`config.mk`:
```
export PLATFORM = sky130hd
export DESIGN_NAME = sfp_dft_engine
export DESIGN_NICKNAME = d
export VERILOG_FILES = /design/src/rtl/sfp_dft_engine.sv
export SDC_FILE = /design/constraint.sdc
export NUM_CORES = 2
export LEC_CHECK = 0
export BUFFER_PORTS_ARGS = -buffer_cell sky130_fd_sc_hd__buf_2
export CAP_MARGIN = 20
export CORE_ASPECT_RATIO = 1.5
export CORE_UTILIZATION = 45
export DETAILED_ROUTE_END_ITERATION = 8
export GPL_TIMING_DRIVEN = 0
export PLACE_DENSITY_LB_ADDON = 0.05
export SETUP_SLACK_MARGIN = 0.15
export SYNTH_ARGS = -nofsm -noshare
export SYNTH_HDL_FRONTEND = slang
export SYNTH_SLANG_ARGS = --single-unit
export TNS_END_PERCENT = 20
```
`constraint.sdc`:
```
create_clock -name clk -period 5.9 [get_ports clk]
set_input_delay 0 -clock clk [delete_from_list [all_inputs] [get_ports clk]]
set_output_delay 0 -clock clk [all_outputs]
set_load 0.05 [all_outputs]
```
`src/rtl/sfp_dft_engine.sv`:
```
`default_nettype none
// ============================================================================
// Module   : sfp_dft_engine
// Purpose  : 4-point DFT (radix-4) or dual 2-point butterfly (radix-2) on
//            small-floating-point (SFP) complex samples, using a block
//            exponent and a fixed-point sum datapath.
// Ports    : clk        - clock
//            rst        - asynchronous active-low reset
//            in_valid   - input frame valid
//            in_ready   - frame accepted when in_valid && in_ready
//            mode       - [1] radix-4 (1) / dual radix-2 (0), [0] inverse
//            in_real/in_imag   - 4 SFP lanes each, lane k at [SFP_W*k +: SFP_W]
//            out_valid  - result valid
//            out_ready  - consumer ready
//            out_real/out_imag - 4 SFP lanes each, lane k = X_k
//            frame_cnt  - frames delivered (wraps)
// Revision : 1.0 - initial release
// ============================================================================
module sfp_dft_engine #(
  parameter int EXP_W      = 4,
  parameter int SIG_W      = 4,
  parameter int LOW_EXPAND = 2
) (
  input  logic                             clk,
  input  logic                             rst,
  input  logic                             in_valid,
  output logic                             in_ready,
  input  logic [1:0]                       mode,
  input  logic [4*(1+EXP_W+SIG_W)-1:0]     in_real,
  input  logic [4*(1+EXP_W+SIG_W)-1:0]     in_imag,
  output logic                             out_valid,
  input  logic                             out_ready,
  output logic [4*(1+EXP_W+SIG_W)-1:0]     out_real,
  output logic [4*(1+EXP_W+SIG_W)-1:0]     out_imag,
  output logic [15:0]                      frame_cnt
);

  localparam int SFP_W = 1 + EXP_W + SIG_W;
  localparam int BIAS  = (1 << (EXP_W - 1)) - 1;
  // Largest encodable biased exponent (all ones).
  localparam int EMAX  = 2 * BIAS + 1;
  // Fixed-point word: sign + 2 growth bits + hidden bit + fraction + guards.
  localparam int FW    = SIG_W + 4 + LOW_EXPAND;
  // Significant magnitude bits of one aligned operand.
  localparam int MW    = SIG_W + 1 + LOW_EXPAND;
  // Bit position of the hidden one in an unshifted operand.
  localparam int HB    = SIG_W + LOW_EXPAND;

  // --------------------------------------------------------------------------
  // Helpers
  // --------------------------------------------------------------------------
  function automatic logic [EXP_W-1:0] f_exp(input logic [SFP_W-1:0] x);
    return x[SFP_W-2 -: EXP_W];
  endfunction

  function automatic logic [EXP_W-1:0] f_max(input logic [EXP_W-1:0] a,
                                             input logic [EXP_W-1:0] b);
    return (a > b) ? a : b;
  endfunction

  // Convert one SFP value to signed fixed point relative to block exponent be.
  function automatic logic signed [FW-1:0] f_align(input logic [SFP_W-1:0] x,
                                                   input logic [EXP_W-1:0] be);
    logic [EXP_W-1:0] e;
    logic [EXP_W-1:0] sh;
    logic [FW-1:0]    mag;
    e  = x[SFP_W-2 -: EXP_W];
    sh = be - e;
    if (e == '0 || int'(sh) >= MW) begin
      return '0;
    end
    mag = (FW'({1'b1, x[SIG_W-1:0]}) << LOW_EXPAND) >> sh;
    return x[SFP_W-1] ? -$signed(mag) : $signed(mag);
  endfunction

  // Renormalise a fixed-point sum back to SFP with flush and saturation.
  function automatic logic [SFP_W-1:0] f_renorm(input logic signed [FW-1:0] sum,
                                                input logic [EXP_W-1:0]     be);
    logic          s;
    logic [FW-1:0] mag;
    logic [FW-1:0] norm;
    int            p;
    int            e;
    s   = sum[FW-1];
    mag = s ? -sum : sum;
    p   = -1;
    for (int i = 0; i < FW; i++) begin
      if (mag[i]) p = i;
    end
    if (p < 0) begin
      return '0;
    end
    e    = int'(be) + p - HB;
    // Put the leading one at the MSB; the fraction is the bits right below it.
    norm = mag << (FW - 1 - p);
    if (e <= 0) begin
      return '0;
    end else if (e > EMAX) begin
      return {s, {EXP_W{1'b1}}, {SIG_W{1'b1}}};
    end
    return {s, e[EXP_W-1:0], norm[FW-2 -: SIG_W]};
  endfunction

  // --------------------------------------------------------------------------
  // Handshake
  // --------------------------------------------------------------------------
  logic w_adv;
  logic r_v1, r_v2, r_v3, r_v4;

  assign w_adv     = !r_v4 || out_ready;
  assign in_ready  = w_adv;
  assign out_valid = r_v4;

  // --------------------------------------------------------------------------
  // Lane unpacking / packing
  // --------------------------------------------------------------------------
  logic [SFP_W-1:0] w_xr [4];
  logic [SFP_W-1:0] w_xi [4];
  logic [SFP_W-1:0] r_or4 [4];
  logic [SFP_W-1:0] r_oi4 [4];

  for (genvar k = 0; k < 4; k++) begin : g_lane
    assign w_xr[k] = in_real[k*SFP_W +: SFP_W];
    assign w_xi[k] = in_imag[k*SFP_W +: SFP_W];
    assign out_real[k*SFP_W +: SFP_W] = r_or4[k];
    assign out_imag[k*SFP_W +: SFP_W] = r_oi4[k];
  end

  // --------------------------------------------------------------------------
  // Stage 1: block exponent (per pair in radix-2, global in radix-4)
  // --------------------------------------------------------------------------
  logic [EXP_W-1:0] w_max_a, w_max_b, w_max_all;
  logic [SFP_W-1:0] r_xr1 [4];
  logic [SFP_W-1:0] r_xi1 [4];
  logic [1:0]       r_mode1;
  logic [EXP_W-1:0] r_be_a1, r_be_b1;

  assign w_max_a   = f_max(f_max(f_exp(w_xr[0]), f_exp(w_xr[1])),
                           f_max(f_exp(w_xi[0]), f_exp(w_xi[1])));
  assign w_max_b   = f_max(f_max(f_exp(w_xr[2]), f_exp(w_xr[3])),
                           f_max(f_exp(w_xi[2]), f_exp(w_xi[3])));
  assign w_max_all = f_max(w_max_a, w_max_b);

  always_ff @(posedge clk or negedge rst) begin
    if (!rst) begin
      r_v1    <= 1'b0;
      r_mode1 <= '0;
      r_be_a1 <= '0;
      r_be_b1 <= '0;
      for (int k = 0; k < 4; k++) begin
        r_xr1[k] <= '0;
        r_xi1[k] <= '0;
      end
    end else if (w_adv) begin
      r_v1 <= in_valid;
      if (in_valid) begin
        r_mode1 <= mode;
        r_be_a1 <= mode[1] ? w_max_all : w_max_a;
        r_be_b1 <= mode[1] ? w_max_all : w_max_b;
        for (int k = 0; k < 4; k++) begin
          r_xr1[k] <= w_xr[k];
          r_xi1[k] <= w_xi[k];
        end
      end
    end
  end

  // --------------------------------------------------------------------------
  // Stage 2: align to block exponent and apply operand sign
  // --------------------------------------------------------------------------
  logic signed [FW-1:0] r_ar2 [4];
  logic signed [FW-1:0] r_ai2 [4];
  logic [1:0]           r_mode2;
  logic [EXP_W-1:0]     r_be_a2, r_be_b2;

  always_ff @(posedge clk or negedge rst) begin
    if (!rst) begin
      r_v2    <= 1'b0;
      r_mode2 <= '0;
      r_be_a2 <= '0;
      r_be_b2 <= '0;
      for (int k = 0; k < 4; k++) begin
        r_ar2[k] <= '0;
        r_ai2[k] <= '0;
      end
    end else if (w_adv) begin
      r_v2    <= r_v1;
      r_mode2 <= r_mode1;
      r_be_a2 <= r_be_a1;
      r_be_b2 <= r_be_b1;
      for (int k = 0; k < 4; k++) begin
        r_ar2[k] <= f_align(r_xr1[k], (k < 2) ? r_be_a1 : r_be_b1);
        r_ai2[k] <= f_align(r_xi1[k], (k < 2) ? r_be_a1 : r_be_b1);
      end
    end
  end

  // --------------------------------------------------------------------------
  // Stage 3: butterfly sums
  // --------------------------------------------------------------------------
  logic signed [FW-1:0] w_sr [4];
  logic signed [FW-1:0] w_si [4];
  // x0 - j*x1 - x2 + j*x3 (jm) and x0 + j*x1 - x2 - j*x3 (jp)
  logic signed [FW-1:0] w_jm_r, w_jm_i, w_jp_r, w_jp_i;

  always_comb begin
    w_jm_r = r_ar2[0] + r_ai2[1] - r_ar2[2] - r_ai2[3];
    w_jm_i = r_ai2[0] - r_ar2[1] - r_ai2[2] + r_ar2[3];
    w_jp_r = r_ar2[0] - r_ai2[1] - r_ar2[2] + r_ai2[3];
    w_jp_i = r_ai2[0] + r_ar2[1] - r_ai2[2] - r_ar2[3];
    for (int k = 0; k < 4; k++) begin
      w_sr[k] = '0;
      w_si[k] = '0;
    end
    if (r_mode2[1]) begin
      w_sr[0] = r_ar2[0] + r_ar2[1] + r_ar2[2] + r_ar2[3];
      w_si[0] = r_ai2[0] + r_ai2[1] + r_ai2[2] + r_ai2[3];
      w_sr[2] = r_ar2[0] - r_ar2[1] + r_ar2[2] - r_ar2[3];
      w_si[2] = r_ai2[0] - r_ai2[1] + r_ai2[2] - r_ai2[3];
      // Inverse transform flips the sign of j, which swaps X1 and X3.
      if (r_mode2[0]) begin
        w_sr[1] = w_jp_r;
        w_si[1] = w_jp_i;
        w_sr[3] = w_jm_r;
        w_si[3] = w_jm_i;
      end else begin
        w_sr[1] = w_jm_r;
        w_si[1] = w_jm_i;
        w_sr[3] = w_jp_r;
        w_si[3] = w_jp_i;
      end
    end else begin
      w_sr[0] = r_ar2[0] + r_ar2[1];
      w_si[0] = r_ai2[0] + r_ai2[1];
      w_sr[1] = r_ar2[0] - r_ar2[1];
      w_si[1] = r_ai2[0] - r_ai2[1];
      w_sr[2] = r_ar2[2] + r_ar2[3];
      w_si[2] = r_ai2[2] + r_ai2[3];
      w_sr[3] = r_ar2[2] - r_ar2[3];
      w_si[3] = r_ai2[2] - r_ai2[3];
    end
  end

  logic signed [FW-1:0] r_sr3 [4];
  logic signed [FW-1:0] r_si3 [4];
  logic [EXP_W-1:0]     r_be_a3, r_be_b3;

  always_ff @(posedge clk or negedge rst) begin
    if (!rst) begin
      r_v3    <= 1'b0;
      r_be_a3 <= '0;
      r_be_b3 <= '0;
      for (int k = 0; k < 4; k++) begin
        r_sr3[k] <= '0;
        r_si3[k] <= '0;
      end
    end else if (w_adv) begin
      r_v3    <= r_v2;
      r_be_a3 <= r_be_a2;
      r_be_b3 <= r_be_b2;
      for (int k = 0; k < 4; k++) begin
        r_sr3[k] <= w_sr[k];
        r_si3[k] <= w_si[k];
      end
    end
  end

  // --------------------------------------------------------------------------
  // Stage 4: renormalise into the output registers
  // --------------------------------------------------------------------------
  always_ff @(posedge clk or negedge rst) begin
    if (!rst) begin
      r_v4 <= 1'b0;
      for (int k = 0; k < 4; k++) begin
        r_or4[k] <= '0;
        r_oi4[k] <= '0;
      end
    end else if (w_adv) begin
      r_v4 <= r_v3;
      for (int k = 0; k < 4; k++) begin
        r_or4[k] <= f_renorm(r_sr3[k], (k < 2) ? r_be_a3 : r_be_b3);
        r_oi4[k] <= f_renorm(r_si3[k], (k < 2) ? r_be_a3 : r_be_b3);
      end
    end
  end

  // --------------------------------------------------------------------------
  // Delivered-frame counter
  // --------------------------------------------------------------------------
  logic [15:0] r_frame_cnt;

  always_ff @(posedge clk or negedge rst) begin
    if (!rst) begin
      r_frame_cnt <= '0;
    end else if (r_v4 && out_ready) begin
      r_frame_cnt <= r_frame_cnt + 16'd1;
    end
  end

  assign frame_cnt = r_frame_cnt;

endmodule
`default_nettype wire

```
==> impl_metrics.ini <==
[setup_path]
reg2reg_to = r_si3[19]
worstPathCellList = inv_1 -> ha_1 -> nor2b_1 -> o21ai_0 -> nor2b_1 -> xnor2_1 -> fa_1 -> ha_1 -> o21a_1 -> o31a_1 -> o41ai_1 -> nor2_1 -> a311oi_1 -> xor2_1 -> mux2i_1 -> o2111ai_1
crit_required_ns = 6.37
max_stage_delay_ns = 0.80
worstPathArrival_ns = 5.88
crit_path_end_kind = flip-flop
reg2regPathDepth = 16
start_kind = flip-flop
path_max_fanout = 5
ff2ff_setup_slack_ns = 0.50
path_class = reg2reg
worst-path-buf-inv = 1
critPathTopFamily = compound AO/OA/AOI/OAI gates
cpMaxStageDelayCell = xnor2_1
r2r_start = r_ai2[21]

[yosys]
synth.top_cell.area_share = 0.249
synthCells = 4108
synth_seq_cells = 352
syn_nets = 4657
synth_area_leader_cell = dfrtp_1
synth-seq-area-share = 0.249
synth_edf_count = 0
yosys.cell_types.count = 102
synthTopCellsByArea = dfrtp_1 25%, ha_1 12%, fa_1 8.0%
yosys_warnings = 0
synth_most_common_cell = nand2_1
syn_area_um2 = 35300
async_flop_share = 1.00
syn_area_per_cell_um2 = 8.60
synth_ff_type = dfrtp_1
synth_commonest_cells = 390 x nand2_1, 365 x inv_1, 361 x o21ai_0

[timing]
hold_viol_final = 0
fin_tns_setup_ns = 0
relSlewSlack = 0.207
holdWs_ns = 0.156
rsz0062_at_grt = yes
tightest_slew_ns = 1.19
postLayoutSetupSlackWorst_ns = 0.496
slew_violations = 0
fmax_ghz = 0.185
finalCritPeriodShare = 0.916
min_period_ns = 5.40
clock_skew_ns = 0.0223
finalSetupViolCount = 0

[grt]
gr-total-overflow = 0
antenna_found_initial = 2
grt_max_degree = 115
grt_pass1_wl_um = 185000
track_usage = 0.309
grt_pass1_vias = 30228

[floorplan]
ios = 168
die_area_um2 = 79600
chipHeight_um = 345
start_util = 0.455
coreArea_um2 = 77600
dieWidth_um = 231
rows = 125

[worst_hold_path]
hp-start = in_real[28]
worst_hold_path.num_cells = 3
hold_end = r_xr1[1]
hold_path.class = in2reg

[layout]
fin_nets = 4961
syn2layout_area_growth_pct = 13.5
fin_cells = 5461
drive_above_1_share = 0.0983

[place]
port_buffers = 167
hpwlAfterDp_um = 100000
pre_cts_slack_ns = 0.0883
globalplace.congestion = 1.02
placed_cells = 5303

[routing]
antenna_left = 0
drc = 0
drt_first_pass_iters = 6
drt-wirelength-per-cell_um = 22.6
drt_iter0_markers = 1806
wl_um = 123000
vias = 31012
viasPerCell = 5.68

[clocking]
clk_pin_slew_worst_paths_ns = 0.06
htreeDepth = 2
cts-root-buf = clkbuf_16
clkSinkCount = 352
cts_tree = yes
postCtsSetupRepairBufs = 0
ctsLongestPathBuffers = 3
clock_latency_ns = 0.61
numCtsBuffers = 42

[job]
drv_cap = 0

[outcome]
status = completed
## sequential cells by signal (all words and copies together) (netlist names)
| signal | count |
|---|---|
| r_ai2 | 40 |
| r_ar2 | 40 |
| r_si3 | 40 |
| r_sr3 | 40 |
| out_imag | 36 |
| out_real | 36 |
| r_xi1 | 36 |
| r_xr1 | 36 |
| frame_cnt | 16 |
| r_be_a1 | 4 |
| r_be_a2 | 4 |
| r_be_a3 | 4 |
| r_be_b1 | 4 |
| r_be_b2 | 4 |
| r_be_b3 | 4 |
| r_mode1 | 2 |
| r_mode2 | 2 |
| out_valid | 1 |
| r_v1 | 1 |
| r_v2 | 1 |
| r_v3 | 1 |
## layer usage
metal	track usage	wire (um)
met5	0	0
met2	0.546	61300
met4	0.205	9390
met3	0.0340	4740
met1	0.347	48000
## worst register-to-register path, cell delays in order (launching register included)
cell	delay, ns
dfrtp_1	0.55
inv_1	0.20
ha_1	0.34
nor2b_1	0.12
o21ai_0	0.11
nor2b_1	0.17
xnor2_1	0.80
fa_1	0.56
ha_1	0.35
o21a_1	0.18
o31a_1	0.12
o41ai_1	0.60
nor2_1	0.11
a311oi_1	0.47
xor2_1	0.27
mux2i_1	0.22
o2111ai_1	0.13
## logic make-up after synthesis
kind of cell | after synthesis | share of synthesized area
flip-flops | 352 | 0.249
AO/OA/AOI/OAI | 1091 | 0.196
XOR/XNOR | 277 | 0.0689
multiplexers | 217 | 0.0677
adder cells (fa/ha/maj) | 472 | 0.197
buffers and inverters | 544 | 0.0597
AND/OR/NAND/NOR | 1155 | 0.161
## cell type report
type	instances	area, um^2
fillers	7664	37500
multi-input cells	3212	24500
flip-flops and latches	352	8810
repair buffers	260	1890
inverters	369	1390
well taps	1016	1270
clock buffers	54	1180
plain buffers	175	727
clock inverters	22	338
diodes	1	2.50
## cells in the final DEF (no fill, tap or decap), types with 41 or more instances in the layout
cell,instances
or3_1,41
xnor2_1,173
a21o_1,54
nor2b_1,76
clkbuf_1,141
inv_1,365
xor2_1,102
mux2_2,81
nand3_1,70
buf_2,178
o21ai_0,361
nor2_1,236
dlygate4sd3_1,77
ha_1,328
a21oi_1,258
dfrtp_1,352
nand2_1,389
mux2i_1,126
clkbuf_16,43
o31ai_1,49
nand2b_1,60
nor3_1,65
fa_1,142
## stage by stage
| step | area, um^2 | utilization |
|---|---|---|
| 2_1_floorplan | 35300 | - |
| 3_3_place_gp | 37400 | 0.482 |
| 4_1_cts | 40000 | 0.515 |
| 6_report | 40100 | 0.517 |
| 3_5_place_dp | 37700 | 0.485 |
| 5_1_grt | 40100 | 0.517 |
## worst max-delay path by stage
stage          cells after the start  startpoint      endpoint  slack [ns]
5_1_grt                           20   r_sr3[10]  out_real[20]        0.11
3_5_place_dp                      21   r_sr3[30]   out_real[3]        0.09
3_3_place_gp                       1         rst      r_xi1[9]       -2.58
4_1_cts                           21   r_sr3[30]   out_real[3]        0.25
2_1_floorplan                     19   r_sr3[33]   out_real[3]        1.13
6_report                          16   r_ai2[21]     r_si3[19]        0.50
## what timing repair did
item	CTS	global route
gates resized for setup	1	16
hold endpoints to repair	323	0
endpoints found under the setup margin	1	16
pin swaps	0	1
hold buffers	78	0
Power is not shown: default switching activity piles up to over one toggle a cycle in this logic, so the estimate is an artifact.
